--- src/rtl/adc_capture_seq_if.sv ---
// Capture-sequencer bus: command-decoder config, live ADC samples,
// capture-FIFO write port and status back to the decoder.
interface adc_capture_seq_if #(
    parameter int NUM_CH = 8,
    parameter int DATA_W = 12,
    parameter int IDX_W  = 3
);
    logic                       RestartReq;
    logic [NUM_CH-1:0]          ChannelSel;
    logic [31:0]                DataNum;
    logic [31:0]                ADC_Speed_Set;
    logic [NUM_CH*DATA_W-1:0]   adc_data;
    logic                       fifo_full;
    logic                       fifo_wr_en;
    logic [IDX_W+DATA_W-1:0]    fifo_wr_data;
    logic                       busy;
    logic                       done;
    logic                       overflow;
    logic                       overrun;
    logic [31:0]                frame_cnt;

    // Decoder / testbench side
    modport master (
        output RestartReq, ChannelSel, DataNum, ADC_Speed_Set, adc_data, fifo_full,
        input  fifo_wr_en, fifo_wr_data, busy, done, overflow, overrun, frame_cnt
    );

    // Sequencer side
    modport slave (
        input  RestartReq, ChannelSel, DataNum, ADC_Speed_Set, adc_data, fifo_full,
        output fifo_wr_en, fifo_wr_data, busy, done, overflow, overrun, frame_cnt
    );
endinterface

--- src/rtl/adc_capture_seq.sv ---
// Multi-channel ADC capture sequencer: sample-rate divider, coherent frame
// snapshot on each tick, back-to-back write of enabled channels into the
// capture FIFO, frame counting up to the configured count.
module adc_capture_seq #(
    parameter int NUM_CH = 8,
    parameter int DATA_W = 12,
    parameter int IDX_W  = 3
) (
    input  logic              clk,
    input  logic              reset,
    adc_capture_seq_if.slave  bus
);
    typedef enum logic [1:0] {IDLE, WAIT_TICK, SCAN, DONE} state_t;

    state_t                         state, state_nx;
    logic [NUM_CH-1:0]              mask;
    logic [NUM_CH-1:0]              pend;
    logic [NUM_CH-1:0]              pend_rest;
    logic [31:0]                    num;
    logic [31:0]                    period;
    logic [31:0]                    div;
    logic [31:0]                    frame_cnt;
    logic [NUM_CH-1:0][DATA_W-1:0]  snap;
    logic                           overflow;
    logic                           overrun;
    logic                           div_run;
    logic                           tick;
    logic                           last_ch;
    logic                           wr_en;
    logic [IDX_W-1:0]               ch;

    // Divider only runs while a capture is armed; period is never 0 once latched.
    assign div_run   = (state == WAIT_TICK) || (state == SCAN);
    assign tick      = div_run && (div == period - 32'd1);

    // pend with its lowest set bit removed; empty means this is the frame's last channel.
    assign pend_rest = pend & (pend - NUM_CH'(1));
    assign last_ch   = (pend_rest == '0);

    // Lowest pending channel (scan downward so the lowest index wins).
    always_comb begin
        ch = '0;
        for (int i = NUM_CH - 1; i >= 0; i--) begin
            if (pend[i]) ch = IDX_W'(i);
        end
    end

    // State register.
    always_ff @(posedge clk) begin
        if (reset) state <= IDLE;
        else       state <= state_nx;
    end

    // Next-state and write strobe; a restart overrides whatever the FSM was doing.
    always_comb begin
        state_nx = state;
        wr_en    = 1'b0;
        case (state)
            IDLE:      state_nx = IDLE;
            WAIT_TICK: if (tick) state_nx = SCAN;
            SCAN: begin
                wr_en = 1'b1;
                if (last_ch)
                    state_nx = (frame_cnt + 32'd1 == num) ? DONE : WAIT_TICK;
            end
            DONE:      state_nx = IDLE;
            default:   state_nx = IDLE;
        endcase
        if (bus.RestartReq) begin
            wr_en    = 1'b0;
            state_nx = (bus.DataNum == 32'd0 || bus.ChannelSel == '0) ? DONE : WAIT_TICK;
        end
    end

    // Config latch, divider, snapshot, pending mask, frame count and sticky flags.
    always_ff @(posedge clk) begin
        if (reset) begin
            mask      <= '0;
            num       <= '0;
            period    <= '0;
            div       <= '0;
            pend      <= '0;
            snap      <= '0;
            frame_cnt <= '0;
            overflow  <= 1'b0;
            overrun   <= 1'b0;
        end else if (bus.RestartReq) begin
            mask      <= bus.ChannelSel;
            num       <= bus.DataNum;
            period    <= (bus.ADC_Speed_Set == 32'd0) ? 32'd1 : bus.ADC_Speed_Set;
            div       <= '0;
            pend      <= '0;
            frame_cnt <= '0;
            overflow  <= 1'b0;
            overrun   <= 1'b0;
        end else begin
            if (!div_run)  div <= '0;
            else if (tick) div <= '0;
            else           div <= div + 32'd1;

            if (state == WAIT_TICK && tick) begin
                snap <= bus.adc_data;
                pend <= mask;
            end

            if (state == SCAN) begin
                pend <= pend_rest;
                if (last_ch)            frame_cnt <= frame_cnt + 32'd1;
                // A tick landing on the last write is simply dropped: the scan is finishing.
                if (tick && !last_ch)   overrun   <= 1'b1;
                if (bus.fifo_full)      overflow  <= 1'b1;
            end
        end
    end

    assign bus.fifo_wr_en   = wr_en;
    assign bus.fifo_wr_data = {ch, snap[ch]};
    assign bus.busy         = (state != IDLE);
    assign bus.done         = (state == DONE);
    assign bus.overflow     = overflow;
    assign bus.overrun      = overrun;
    assign bus.frame_cnt    = frame_cnt;
endmodule

--- src/flat_wrapper.sv ---
// flat-port wrapper written by rule: the top's interface ports become plain ports
module adc_capture_seq_flat 
#(
    parameter int NUM_CH = 8,
    parameter int DATA_W = 12,
    parameter int IDX_W  = 3
)
  (clk, reset, bus_RestartReq, bus_ChannelSel, bus_DataNum, bus_ADC_Speed_Set, bus_adc_data, bus_fifo_full, bus_fifo_wr_en, bus_fifo_wr_data, bus_busy, bus_done, bus_overflow, bus_overrun, bus_frame_cnt);
  adc_capture_seq_if #(.NUM_CH(NUM_CH), .DATA_W(DATA_W), .IDX_W(IDX_W)) bus_i ();
  input  logic clk;
  input  logic reset;
  input wire logic [$bits(bus_i.RestartReq)-1:0] bus_RestartReq;
  input wire logic [$bits(bus_i.ChannelSel)-1:0] bus_ChannelSel;
  input wire logic [$bits(bus_i.DataNum)-1:0] bus_DataNum;
  input wire logic [$bits(bus_i.ADC_Speed_Set)-1:0] bus_ADC_Speed_Set;
  input wire logic [$bits(bus_i.adc_data)-1:0] bus_adc_data;
  input wire logic [$bits(bus_i.fifo_full)-1:0] bus_fifo_full;
  output wire logic [$bits(bus_i.fifo_wr_en)-1:0] bus_fifo_wr_en;
  output wire logic [$bits(bus_i.fifo_wr_data)-1:0] bus_fifo_wr_data;
  output wire logic [$bits(bus_i.busy)-1:0] bus_busy;
  output wire logic [$bits(bus_i.done)-1:0] bus_done;
  output wire logic [$bits(bus_i.overflow)-1:0] bus_overflow;
  output wire logic [$bits(bus_i.overrun)-1:0] bus_overrun;
  output wire logic [$bits(bus_i.frame_cnt)-1:0] bus_frame_cnt;
  assign bus_i.RestartReq = bus_RestartReq;
  assign bus_i.ChannelSel = bus_ChannelSel;
  assign bus_i.DataNum = bus_DataNum;
  assign bus_i.ADC_Speed_Set = bus_ADC_Speed_Set;
  assign bus_i.adc_data = bus_adc_data;
  assign bus_i.fifo_full = bus_fifo_full;
  assign bus_fifo_wr_en = bus_i.fifo_wr_en;
  assign bus_fifo_wr_data = bus_i.fifo_wr_data;
  assign bus_busy = bus_i.busy;
  assign bus_done = bus_i.done;
  assign bus_overflow = bus_i.overflow;
  assign bus_overrun = bus_i.overrun;
  assign bus_frame_cnt = bus_i.frame_cnt;
  adc_capture_seq #(.NUM_CH(NUM_CH), .DATA_W(DATA_W), .IDX_W(IDX_W)) u_core (.clk(clk), .reset(reset), .bus(bus_i));
endmodule
--- config.mk ---
export PLATFORM = sky130hd
export DESIGN_NAME = adc_capture_seq_flat
export DESIGN_NICKNAME = d
export VERILOG_FILES = /design/src/rtl/adc_capture_seq_if.sv /design/src/rtl/adc_capture_seq.sv /design/src/flat_wrapper.sv
export SDC_FILE = /design/constraint.sdc
export NUM_CORES = 1
export LEC_CHECK = 0
export CORE_ASPECT_RATIO = 0.5
export CORE_MARGIN = 3
export CORE_UTILIZATION = 45
export CTS_CLUSTER_DIAMETER = 60
export CTS_CLUSTER_SIZE = 25
export DETAILED_ROUTE_END_ITERATION = 16
export PLACE_DENSITY = 0.72
export SYNTH_ARGS = -nofsm -noshare
export SYNTH_HDL_FRONTEND = slang
export SYNTH_SLANG_ARGS = --single-unit
--- constraint.sdc ---
create_clock -name clk -period 4.6 [get_ports clk]
set_input_delay 0.69 -clock clk [delete_from_list [all_inputs] [get_ports clk]]
set_output_delay 0.69 -clock clk [all_outputs]
set_load 0.05 [all_outputs]
==> impl_metrics.ini, run 1 <==
[grt]
grt_pass1_vias = 10300
met1_usage = 0.293
gr-total-overflow = 0
antenna_found_initial = 1
grt_first_pass_wirelength_mm = 54.1
grt_use_total = 0.226
grt_use_met2 = 0.392
gr-usage-met3 = 0.0343
grt.busiest_layer = met2
grt_max_degree = 76

[synthesis]
async_reset_ff_frac = 0
synth_fp_nets = 1511
synth_cells = 1332
ys_warn_count = 0
synth-edff-count = 0
yosys.area.top_type_share = 0.395
synth_seq_cells = 244
syn_area_um2 = 12400
yosys.area.top_type = dfxtp_1
synthTopCellsByArea = dfxtp_1, mux2i_1, nor2_1
syn_area_per_cell_um2 = 9.29
ys_seq_area_frac = 0.395
ys_types = 73
synth_commonest_cells = nor2_1, dfxtp_1, mux2i_1, xnor2_1, clkbuf_1
synth_top_flop_cell = dfxtp_1
synth.most_common_cell = nor2_1

[floorplan]
start_util = 0.463
rows = 42
core_um2 = 26700
fp.dieH_um = 123
io_pins = 224
dieWidth_um = 241
fp.dieArea_um2 = 29700

[placed_design]
dp_cells = 1837
dp_hpwl_mm = 25.5
pre_cts_ws_ns = 0.528
portBuffers = 223
place.gp.congestion = 0.951

[clocking]
clkTransAtPathRegs_ns = 0.10
root_buffer = clkbuf_16
hold_buffers = 0
clock_sinks = 244
ctsLongestPathBuffers = 3
cts_made_buffers = 15
cts_tree = done
insertion_delay_ns = 0.52
htreeDepth = 1

[sta]
slew_headroom = 0.333
tightest_slew_ns = 0.975
drv_slew = 0
final.min_clock_period_ns = 4.36
timing.hold.ws_ns = 0.426
final-setup-viol-count = 0
setup_tns_ns = 0
finalHoldViolations = 0
min_period_over_period = 0.949
skew_ns = 0.0424
fmax_ghz = 0.229
setup_ws_ns = 0.236
rsz0062_at_grt = false

[flow_run]
cap_violations = 0

[critical_path]
r2r_start = u_core.period[0]
cp_data_required_time_ns = 3.91
crit_type = flop to output port
arrival_ns = 3.67
crit_fanout = 24
end_kind = output port
start_kind = flop
critical_path.startpoint = u_core.pend[4]

[finish]
nFillCells = 2345
drive_above_1_share = 0.0630
area_growth_pct = 23.1
final_cells = 1862
nets = 1681

[drt]
via_per_inst = 5.61
drt_wl_total_mm = 34.3
first_pass_iters = 5
wl_per_cell_um = 18.4
drc_errors = 0
dr_total_vias = 10500
drt-initial-drc-count = 778
ant_nets = 0

[power_and_ir_drop]
p_per_area_nw_per_um2 = 273
ir_drop_v = 0.000190
leakagePower_nw = 5.22

[run_status]
run_status = finished clean

[hold_path]
hp-start = u_core.mask[4]
hold_class = flop to flop
[power by group]
part           switching [mW]  leakage, nW  total [mW]  internal [mW]
combinational           0.230         3.00       0.490          0.260
clock                   0.773        0.234        1.46          0.692
sequential             0.0508         1.98        2.20           2.15
total                    1.05         5.22        4.16           3.10
[repair_timing]
| action | CTS | global route |
|---|---|---|
| setup endpoints to repair | 0 | 11 |
| gates resized for setup | 0 | 2 |
| buffers inserted | 0 | 0 |
| hold endpoints to repair | 0 | 0 |
[per-layer routing]
| metal | wire [um] | up-vias |
|---|---|---|
| met5 | 0 | - |
| met4 | 972 | 0 |
| met3 | 1750 | 58 |
| met2 | 16600 | 292 |
| met1 | 15000 | 5019 |
| li1 | - | 5081 |
[per-stage QoR]
step | area, um^2 | utilization | total power [mW]
after CTS | 15200 | 0.569 | 4.20
after floorplan | 12400 | - | 2.49
after detailed placement | 14800 | 0.552 | 2.74
after global routing | 15200 | 0.570 | 4.32
after global placement | 14800 | 0.552 | 2.73
final | 15200 | 0.570 | 4.16
[cell families after synthesis]
family,share of synthesized area
DFF,0.395
and+or+nand+nor,0.208
AOI/OAI and AO/OA,0.0796
buffers and inverters,0.0426
xor gates and xnor gates,0.0984
adders and majority gates,0.00869
muxes,0.169
[cells in the final DEF, fill, tap and decap left out, types with 6 or more instances in the layout]
cell type	count
nor2_1	248
dfxtp_1	244
clkdlybuf4s50_1	221
mux2i_1	140
xnor2_1	88
xor2_1	51
nand2_1	44
nor3_1	42
nor4_1	34
nand4_1	34
nand3_1	31
inv_1	29
a22o_1	29
mux4_2	24
a21oi_1	20
and3_1	18
o21ai_0	16
or3_1	15
clkbuf_16	15
mux2_2	13
buf_4	10
a211oi_1	8
o2bb2ai_1	7
ha_1	7
and4_1	6
or4_1	6
and2_1	6
[state kept, by name, summed over array words and instances, names as in the netlist]
name and count:
u_core.div 32, u_core.mask 8, u_core.bus.frame_cnt 32, u_core.num 32
u_core.bus.overflow 1, u_core.bus.overrun 1, u_core.period 32, u_core.snap 96
u_core.pend 8, u_core.state 2
[worst paths after layout]
kind	to	depth (start not counted)	slack, ns
worst max register to register	u_core.snap[36]	12	0.45
worst min register to register	u_core.pend[4]	2	0.43
worst max-delay path	bus_fifo_wr_data[1]	6	0.24
worst min-delay path	u_core.pend[4]	2	0.43
[layout make-up]
| type | count | area [um^2] | area share |
|---|---|---|---|
| diodes | 3 | 7.51 | 0.000493 |
| clock buffers | 16 | 389 | 0.0255 |
| clock inverters | 6 | 88.8 | 0.00583 |
| inverters | 30 | 115 | 0.00755 |
| multi-input cells | 977 | 6980 | 0.458 |
| flip-flops and latches | 244 | 4880 | 0.320 |
| well taps | 352 | 440 | 0.0289 |
| repair buffers | 234 | 2330 | 0.153 |
[critical path, cell delays in order, from the launching register on]
cell and delay [ns]:
dfxtp_1 0.50, nor3_1 0.11, o31ai_1 0.58, inv_4 0.36, mux4_2 0.59, mux2_2 0.29
clkdlybuf4s50_1 0.71
Power figures use the tool's default switching activity.
==> inputs of run 2 (changes only) <==
Settings changed: SETUP_SLACK_MARGIN from default to 0.5.
==> impl_metrics.ini, run 2 (synthesized netlist as in run 1, its figures left out) <==
[power_and_ir_drop]
leakagePower_nw = 5.37
pwr-share-clk = 0.352
ir_drop_v = 0.000191
intPower_mw = 3.10
power.total_mw = 4.16
p_per_area_nw_per_um2 = 271
swShare = 0.253
power_switching_mw = 1.05
seq_power_share = 0.530
p_comb_frac = 0.118

[floorplan]
io_pins = 224
fp.dieH_um = 123
core_um2 = 26700
dieWidth_um = 241
fp.dieArea_um2 = 29700
start_util = 0.463
rows = 42

[sta]
setup_ws_ns = 0.660
min_period_over_period = 0.856
timing.hold.ws_ns = 0.425
slew_headroom = 0.330
finalHoldViolations = 0
final-setup-viol-count = 0
drv_slew = 0
skew_ns = 0.0443
setup_tns_ns = 0
fmax_ghz = 0.254
rsz0062_at_grt = false
tightest_slew_ns = 0.980
final.min_clock_period_ns = 3.94

[finish]
top_register = u_core.snap
nets = 1685
drive_above_1_share = 0.0675
layout_common_cells = nor2_1, dfxtp_1, clkdlybuf4s50_1, mux2i_1, xnor2_1
final_util = 0.573
area_growth_pct = 23.9
nFillCells = 2336
fin_area_um2 = 15300
final_cells = 1866
final_common_cell = nor2_1
largest_register_ffs = 96

[placed_design]
place.gp.congestion = 0.951
dp_hpwl_mm = 25.5
post_dp_cell_area_um2 = 14800
dp_cells = 1837
pre_cts_ws_ns = 0.528
portBuffers = 223

[drt]
dr_total_vias = 10500
via_per_inst = 5.61
drt_wl_total_mm = 34.8
drc_errors = 0
first_pass_iters = 7
drt-initial-drc-count = 705
ant_nets = 0
wl_per_cell_um = 18.7

[critical_path]
path_cells = nor3_4 -> nand4_4 -> or4_1 -> a2111oi_2 -> nand4_1 -> or4_4 -> nor4_4 -> buf_6 -> buf_12 -> mux2i_1 -> nor2_1
r2r_cells = 11
r2r_start = u_core.period[4]
crit_type = flop to flop
critPathSlowestCell = or4_1
reg2reg_to = u_core.snap[15]
rrSetupSlack_ns = 0.66
crit_fanout = 27
arrival_ns = 4.31
cpPeakStageDelay_ns = 0.60
end_kind = flop
cp_data_required_time_ns = 4.97
start_kind = flop

[grt]
gr-total-overflow = 0
antenna_found_initial = 1
grt_first_pass_wirelength_mm = 54.0
grt_use_total = 0.226
grt_max_degree = 76
grt_pass1_vias = 10300

[clocking]
hold_buffers = 0
clkTransAtPathRegs_ns = 0.10
root_buffer = clkbuf_16
insertion_delay_ns = 0.53
cts_made_buffers = 15
clock_sinks = 244
htreeDepth = 1
cts_tree = done
ctsLongestPathBuffers = 3

[hold_path]
hold_depth = 2
hp-start = u_core.mask[4]
whs_endpoint = u_core.pend[4]
hold_class = flop to flop

[flow_run]
cap_violations = 0

[run_status]
run_status = finished clean
==> run 2: what timing repair did <==
action / 4_1_cts / 5_1_grt
cloned: 0 / 3
pin swaps: 0 / 2
endpoints found under the setup margin: 13 / 133
gates resized for setup: 10 / 12
setup buffers: 0 / 1
==> run 2: power by group through the flow <==
stage          Sequential, mW  Clock, mW  Combinational (mW)
2_1_floorplan            2.23          0               0.259
3_3_place_gp             2.25          0               0.478
3_5_place_dp             2.25          0               0.486
4_1_cts                  2.20       1.51               0.489
5_1_grt                  2.21       1.58               0.530
6_report                 2.20       1.46               0.490
==> run 2: how the worst max path moves through the flow <==
stage | from | endpoint | slack (ns) | cells past startpoint
after floorplan | u_core.period[0] | u_core.snap[0] | 1.02 | 15
final | u_core.period[4] | u_core.snap[15] | 0.66 | 11
after global placement | u_core.period[4] | u_core.snap[10] | 0.66 | 10
after CTS | u_core.period[0] | u_core.snap[36] | 0.49 | 12
after detailed placement | u_core.period[0] | u_core.snap[22] | 0.53 | 12
after global routing | u_core.period[0] | u_core.snap[67] | 0.49 | 13
==> run 2: layout make-up <==
class	instances	area [um^2]	share of cell area
multi-input combinational	977	6990	0.456
sequential	244	4880	0.319
timing repair buffer	238	2410	0.157
tap	352	440	0.0287
clock buffer	16	389	0.0254
inverter	30	115	0.00751
clock inverter	6	88.8	0.00579
antenna	3	7.51	0.000490
==> run 2: worst max-delay path, delay by kind of cell (launching register included) <==
kind / cells / cell delay [ns]
and+or+nand+nor: 7 / 2.28
buffers and inverters: 2 / 0.47
AOI/OAI and AO/OA: 1 / 0.42
DFF: 1 / 0.40
muxes: 1 / 0.23
==> run 2: metal layers <==
layer	global-route usage	part of all wire	vias to the layer above	wire length (um)
li1	-	-	5089	-
met2	0.391	0.48	298	16800
met3	0.0350	0.054	63	1870
met5	0	0	-	0
met4	0.0757	0.030	0	1050
met1	0.292	0.43	5020	15100
==> inputs of run 3 (changes only) <==
Settings changed: ABC_CLOCK_PERIOD_IN_PS from default to 4600.
==> results of run 3 <==
No change in the layout: final DEF, timing and power equal those of run 2.
